`src/rtl/decoding_graph_controller.sv`:
```
// Controller for the single-FPGA decoding graph: runs one syndrome frame through LOAD/GROW/MERGE
// iterations, then streams the snapshotted per-PU root table out over a valid/ready port.
module decoding_graph_controller #(
    parameter int CODE_DISTANCE_X  = 3,
    parameter int CODE_DISTANCE_Z  = 2,
    parameter int STAGE_WIDTH      = 3,
    parameter int MAX_GROW_ITER    = 16,
    parameter int MERGE_MIN_CYCLES = 2,
    localparam int ROUNDS          = (CODE_DISTANCE_X > CODE_DISTANCE_Z) ? CODE_DISTANCE_X : CODE_DISTANCE_Z,
    localparam int ADDRESS_WIDTH   = 3 * $clog2(ROUNDS),
    localparam int PU_COUNT        = CODE_DISTANCE_X * CODE_DISTANCE_Z * ROUNDS,
    localparam int IDX_W           = $clog2(PU_COUNT),
    localparam int ITER_W          = $clog2(MAX_GROW_ITER + 1)
) (
    input  logic                              clk,
    input  logic                              reset,
    input  logic                              syndrome_valid,
    output logic                              syndrome_ready,
    input  logic [PU_COUNT-1:0]               syndrome,
    output logic [STAGE_WIDTH-1:0]            stage,
    output logic                              global_stage,
    output logic [PU_COUNT-1:0]               measurements,
    input  logic                              graph_busy,
    input  logic                              graph_odd,
    input  logic [ADDRESS_WIDTH*PU_COUNT-1:0] graph_roots,
    output logic                              root_valid,
    input  logic                              root_ready,
    output logic [ADDRESS_WIDTH-1:0]          root_data,
    output logic [IDX_W-1:0]                  root_index,
    output logic                              root_last,
    output logic [ITER_W-1:0]                 iterations,
    output logic                              timeout
);

    localparam int DWELL_W = $clog2(MERGE_MIN_CYCLES + 1);
    localparam logic [DWELL_W-1:0]     DWELL_MAX    = DWELL_W'(MERGE_MIN_CYCLES);
    localparam logic [DWELL_W-1:0]     DWELL_LAST   = DWELL_W'(MERGE_MIN_CYCLES - 1);
    localparam logic [ITER_W-1:0]      ITER_MAX     = ITER_W'(MAX_GROW_ITER);
    localparam logic [IDX_W-1:0]       IDX_LAST     = IDX_W'(PU_COUNT - 1);
    localparam logic [STAGE_WIDTH-1:0] STAGE_IDLE   = STAGE_WIDTH'(0);
    localparam logic [STAGE_WIDTH-1:0] STAGE_LOAD   = STAGE_WIDTH'(1);
    localparam logic [STAGE_WIDTH-1:0] STAGE_GROW   = STAGE_WIDTH'(2);
    localparam logic [STAGE_WIDTH-1:0] STAGE_MERGE  = STAGE_WIDTH'(3);
    localparam logic [STAGE_WIDTH-1:0] STAGE_REPORT = STAGE_WIDTH'(4);

    typedef enum logic [2:0] {
        S_IDLE   = 3'd0,
        S_LOAD   = 3'd1,
        S_GROW   = 3'd2,
        S_MERGE  = 3'd3,
        S_REPORT = 3'd4
    } state_t;

    state_t                                   state;
    logic [DWELL_W-1:0]                       dwell;
    logic [PU_COUNT-1:0][ADDRESS_WIDTH-1:0]   roots_snap;
    logic [IDX_W-1:0]                         next_index;

    assign syndrome_ready = (state == S_IDLE);
    assign root_last      = (root_index == IDX_LAST);
    assign next_index     = root_index + 1'b1;

    // NOTE: every register below is assigned with <= so all of them update from the same pre-edge values.
    always_ff @(posedge clk or posedge reset) begin
        if (reset) begin
            state        <= S_IDLE;
            stage        <= STAGE_IDLE;
            global_stage <= 1'b0;
            measurements <= '0;
            dwell        <= '0;
            // NOTE: the root snapshot is cleared too, so a stream can never expose a previous decode's table.
            roots_snap   <= '0;
            root_valid   <= 1'b0;
            root_data    <= '0;
            root_index   <= '0;
            iterations   <= '0;
            timeout      <= 1'b0;
        end else begin
            global_stage <= 1'b0;
            case (state)
                S_IDLE: begin
                    if (syndrome_valid) begin
                        measurements <= syndrome;
                        iterations   <= '0;
                        timeout      <= 1'b0;
                        state        <= S_LOAD;
                        stage        <= STAGE_LOAD;
                        global_stage <= 1'b1;
                    end
                end
                S_LOAD: begin
                    state        <= S_GROW;
                    stage        <= STAGE_GROW;
                    global_stage <= 1'b1;
                end
                S_GROW: begin
                    iterations   <= iterations + 1'b1;
                    dwell        <= '0;
                    state        <= S_MERGE;
                    stage        <= STAGE_MERGE;
                    global_stage <= 1'b1;
                end
                S_MERGE: begin
                    if (dwell != DWELL_MAX) begin
                        dwell <= dwell + 1'b1;
                    end
                    // Graph status lags by a register, so it is only trusted after the minimum dwell.
                    if (dwell >= DWELL_LAST && !graph_busy) begin
                        if (graph_odd && iterations != ITER_MAX) begin
                            state        <= S_GROW;
                            stage        <= STAGE_GROW;
                            global_stage <= 1'b1;
                        end else begin
                            timeout      <= graph_odd;
                            roots_snap   <= graph_roots;
                            root_data    <= graph_roots[ADDRESS_WIDTH-1:0];
                            root_index   <= '0;
                            root_valid   <= 1'b1;
                            state        <= S_REPORT;
                            stage        <= STAGE_REPORT;
                            global_stage <= 1'b1;
                        end
                    end
                end
                S_REPORT: begin
                    if (root_valid && root_ready) begin
                        if (root_last) begin
                            root_valid   <= 1'b0;
                            root_index   <= '0;
                            state        <= S_IDLE;
                            stage        <= STAGE_IDLE;
                            global_stage <= 1'b1;
                        end else begin
                            root_index <= next_index;
                            root_data  <= roots_snap[next_index];
                        end
                    end
                end
                default: begin
                    state      <= S_IDLE;
                    stage      <= STAGE_IDLE;
                    root_valid <= 1'b0;
                end
            endcase
        end
    end

endmodule

```
`config.mk`:
```
export PLATFORM = sky130hd
export DESIGN_NAME = decoding_graph_controller
export DESIGN_NICKNAME = d
export VERILOG_FILES = /design/src/rtl/decoding_graph_controller.sv
export SDC_FILE = /design/constraint.sdc
export NUM_CORES = 1
export LEC_CHECK = 0
export BUFFER_PORTS_ARGS = -buffer_cell sky130_fd_sc_hd__buf_2
export CORE_UTILIZATION = 55
export CTS_CLUSTER_SIZE = 20
export DETAILED_ROUTE_END_ITERATION = 6
export PLACE_DENSITY_LB_ADDON = 0.3
export SYNTH_ARGS = -nofsm -noshare
export SYNTH_HDL_FRONTEND = slang
export SYNTH_SLANG_ARGS = --single-unit
```
`constraint.sdc`:
```
create_clock -name clk -period 9.4 [get_ports clk]
set_input_delay 1.88 -clock clk [delete_from_list [all_inputs] [get_ports clk]]
set_output_delay 1.88 -clock clk [all_outputs]
set_load 0.05 [all_outputs]
```
After elaboration in Yosys (flattened, before gate mapping)
Cells that the tools add are included.
- reduce and logical (&&, ||, !) cells: 20
- bitwise operators: 2
- mux-type cells: 36
- $lt $le $gt $ge: 2
- div/mod/pow operators: 0
- $mul: 0
- shifts and indexed selects: 0
- eq/ne operators: 14
- add/sub/neg operators: 3
- operators by type and width (cell ; count):
    binary-select mux 6 bit (select 5 bit) ; 1
    2-to-1 mux 6 bit ; 5
    2-to-1 mux 5 bit ; 5
    case mux 5 bit (2 select lines) ; 2
    != test 2 bit (second input constant) ; 8
    2-to-1 mux 3 bit ; 5
    case mux 3 bit (5 select lines) ; 1
    case mux 6 bit (2 select lines) ; 1
    AND reduction 4 bit ; 3
    2-to-1 mux 1 bit ; 11
    adder 5 x 1 -> 5 bit (second input constant) ; 2
    AND reduction 5 bit ; 2
    nonzero test 2 bit ; 4
    equality test 3 x 2 -> 1 bit (second input constant) ; 2
    less-than comparator 5 x 6 -> 1 bit (second input constant) ; 1
    AND reduction 2 bit ; 3
    equality test 5 bit (second input constant) ; 1
    != test 5 bit (second input constant) ; 1
    case mux 1 bit (4 select lines) ; 1
    case mux 2 bit (2 select lines) ; 1
    equality test 3 x 1 -> 1 bit (second input constant) ; 1
    equality test 3 bit (second input constant) ; 1
    logical AND 1 bit ; 3
    zero test 3 bit ; 1
    other kinds (10) ; 11
- bits in latches: 0
- bits of input ports: 132
- output and inout bits: 42
- word-level logic and storage cells: 104
- memories kept: 0
- bits in read-only memories: 0
- flip-flop bits (word level): 150
- RAM bits: 0

Longest topological paths before layout
- depth in word-level cells: 6
- depth in mapped cells: 8
- mapped depth without buffers: 7

Worst setup path after synthesis
No wires, ideal clock.
- path kind: flip-flop to output port
- start point: reg state[0]
- end point: out syndrome_ready
- data required time: 7.520 ns
- slack: 5.719 ns
- cell stages (with the launch flop): 2
- path buffers: 0
- arrival: 1.801 ns
- path through: dfrtp_1 > nor3_1
- word-level cells in the longest chain between the ends: 1
- RTL lines (what ; RTL line ; RTL):
    from (decl) ; 54 ; state_t state;
    from (signal assigned) ; 66 ; state <= S_IDLE;
    from (signal assigned) ; 86 ; state <= S_LOAD;
    from (signal assigned) ; 92 ; state <= S_GROW;
    zero test 3 bit ; 59 ; assign syndrome_ready = (state == S_IDLE);
    to (decl) ; 18 ; output logic syndrome_ready,
No other way between the ends.

Final worst setup path
- start point: reg root_index[0]
- end point: out root_last
- word-level cells in the longest chain between the ends: 1
- RTL lines (what ; RTL line ; RTL):
    from (decl) ; 29 ; output logic [IDX_W-1:0] root_index,
    from (signal assigned) ; 134 ; root_index <= next_index;
    equality test 5 bit ; 60 ; assign root_last = (root_index == IDX_LAST);
    to (decl) ; 30 ; output logic root_last,
No other way between the ends.

==> results.md <==
- Initial DRC Count: 188
- Residual DRC count: 0
- CTS sink count: 150
- Die area: 0.01317 mm²
- Worst Path Arrival: 2.40 ns
- Yosys warns: 0
- Post-CTS setup buffers: 0
- Top post-synthesis cells by count: dfrtp_1, mux2_1, mux4_2, nand2_1, nand3_1
- Comb pwr share: 0.335
- Die Height: 114.8 µm
- Initial antenna violation count: 0
- Top FF cell, synth: dfrtp_1
- Worst IR Drop VDD: 0.0001594 V
- Via count: 4696
- Core Box Area: 0.01221 mm²
- FMAX: 233.6 MHz
- Total chip power: 2.698 mW
- Synthesized area: 0.006993 mm²
- Global-route wire length before repair: 24.34 mm
- N_diodes: 0
- Worst R2R End: root_data[0]$_DFFE_PP0P_
- Internal power: 1.759 mW
- Die X-Extent: 114.8 µm
- LEAKAGE: 3.951 nW
- Hpwl dp: 10.65 mm
- Remaining antenna violation count: 0
- Largest net degree at the start of global routing: 80
- Post-Synthesis Cells: 497
- Seq cells post-synth: 150
- Top cell type by total area after synthesis: dfrtp_1
- Initial core utilization: 0.5726
- MaxCap Viol Count: 0
- Drt total wl: 15.08 mm
- RSZ-0062 raised after global routing: false
- Switching portion of total power: 0.3479
- Setup Viol. Count Final: 0
- NetSw: 0.9388 mW
- Gr ovfl total: 0
- Vias in the first global route: 4883
- Slew Limit Fails: 0
- Most area-consuming cells after synthesis: dfrtp_1, mux2_1, mux4_2
- IO Pins: 174
- Clk_skew: 0.007585 ns
- Worst Tran Pin Value: 1.058 ns
- Syn nets: 635
- EDFF count, synth: 0
- Pwr per Cell Area: 317.1 mW/mm²
- GRT Util Overall: 0.2486
- Distinct cells, synth: 47
- Post-cts repair resize count: 0
- Depth of the CTS H-tree: 4
- Final GP Congestion: 0.7714
- Clock share of power: 0.243
- Post-synthesis sequential area ratio: 0.5368
- Worst Path Max Fanout: 32
- Bufs on Longest Clock Path: 2
- Fin crit share: 0.4553
- Endpoints failing hold: 0
- Worst-path clk slew: 0.06 ns
- Fin nets: 799
- CTS tree: yes
- Port Buffers: 173
- Area grow syn2layout: 21.69%
- Req. time, crit path: 7.52 ns
- Hold Crit Start: measurements[10]$_DFFE_PP0P_
- Nature of the critical path endpoint: primary output
- CTS Buf Count: 17
- CP startpoint kind: register
- Fin crit period: 4.280 ns
- Setup Total Neg Slack: 0 ns
- Cts hold-fix bufs: 0
- Max_slew headroom: 0.2948
- Avg Synthesized Cell Area: 14.07 µm²
- FF-to-FF path depth: 5
- Most numerous cell in the Yosys netlist: dfrtp_1
- FF-to-FF Start: root_index[0]$_DFFE_PP0P_
- WL/cell: 17.91 µm
- Layout cell share with drive strength beyond 1: 0.3620
- Hold EP: measurements[10]$_DFFE_PP0P_
- Async set or reset register ratio after synthesis: 1.000
- Clock Latency Late Sink: 0.42 ns
- Outcome: finished, final reports clean
- Router iterations before antenna repair: 4
- Vias/cell: 5.577
- Critical path type: reg2out
- WHS Path Cells: 1
- Hold crit path type: reg2reg
- # rows: 40
- Synth top area share: 0.5368
- Sequential power share: 0.422
- Flop2flop setup slack: 6.06 ns
- Root buf cell: clkbuf_16
==> registers in the layout, indices dropped and copies added, names as in the netlist <==
name	flops
dwell	2
measurements	18
root_valid	1
root_index	5
root_data	6
timeout	1
global_stage	1
state	3
iterations	5
roots_snap	108
==> worst max path at each step <==
stage | startpoint | to | slack, ns | cells after the start
floorplan | reset | dwell[0]$_DFFE_PP0P_ | 3.48 | 1
global placement | graph_odd | root_data[0]$_DFFE_PP0P_ | 5.22 | 8
detailed placement | graph_odd | root_index[2]$_DFFE_PP0P_ | 5.11 | 8
CTS | root_index[0]$_DFFE_PP0P_ | root_last | 5.10 | 3
global route | root_index[0]$_DFFE_PP0P_ | root_last | 4.99 | 3
finish | root_index[0]$_DFFE_PP0P_ | root_last | 5.12 | 3
==> power by group through the flow <==
stage	clock [mW]	combinational, mW	sequential [mW]
2_1_floorplan	0	0.493	1.32
3_3_place_gp	0	0.878	1.12
3_5_place_dp	0	0.912	1.15
4_1_cts	0.666	0.917	1.14
5_1_grt	0.697	0.980	1.18
6_report	0.657	0.904	1.14
==> per-layer routing <==
| metal | wire length [µm] | vias up | track usage | share of wire |
|---|---|---|---|---|
| li1 | - | 2160 | - | - |
| met1 | 6300 | 2358 | 0.3087 | 0.42 |
| met5 | 0 | - | 0 | 0 |
| met4 | 308 | 0 | 0.1030 | 0.020 |
| met2 | 7499 | 155 | 0.4097 | 0.50 |
| met3 | 969 | 23 | 0.07433 | 0.064 |
==> critical path, cell delays in order (launching register included) <==
cell,delay [ns]
dfrtp_1,1.04
ha_2,0.32
and4bb_2,0.33
buf_2,0.30
==> layout make-up <==
class	count	area, µm²
clock buffer	25	515.5
inverter	9	38.79
timing repair buffer	176	888.4
multi-input combinational	307	3035
fill	920	3702
clock inverter	7	67.56
sequential	150	3754
tap	168	210.2
==> kinds of logic (layout without fill, tap and decap cells) <==
family | after synthesis | after routing | share of synthesized area
AO/OA/AOI/OAI | 59 | 59 | 0.05654
XOR/XNOR | 2 | 2 | 0.005190
adder cells (fa/ha/maj) | 6 | 6 | 0.01074
buffers and inverters | 40 | 217 | 0.03203
flip-flops | 150 | 150 | 0.5368
multiplexers | 159 | 159 | 0.2956
AND/OR/NAND/NOR | 81 | 81 | 0.06316
==> layout by cell type (no fill, tap or decap), types with 6 or more instances in the layout <==
cell         n
buf_2      173
dfrtp_1    150
mux2_1     126
mux4_2      22
nand2_1     20
nand3_1     17
clkbuf_16   17
o21ai_1     12
o21ai_0     10
nor2b_1      9
and2_1       9
inv_1        8
mux2_2       8
and3_1       7
o22ai_1      7
nor2_1       6
a31oi_1      6
clkbuf_8     6
==> metrics by stage <==
step	hold slack [ns]	utilization	setup slack (ns)	area [µm²]	cells
floorplan	0.4555	-	3.484	6993	497
global placement	0.4611	0.6491	5.217	7926	810
detailed placement	0.4708	0.6491	5.108	7926	810
CTS	0.4840	0.6968	5.096	8509	842
global route	0.4958	0.6968	4.991	8509	842
finish	0.4774	0.6968	5.120	8509	842
(Power assumes the default switching activity.)
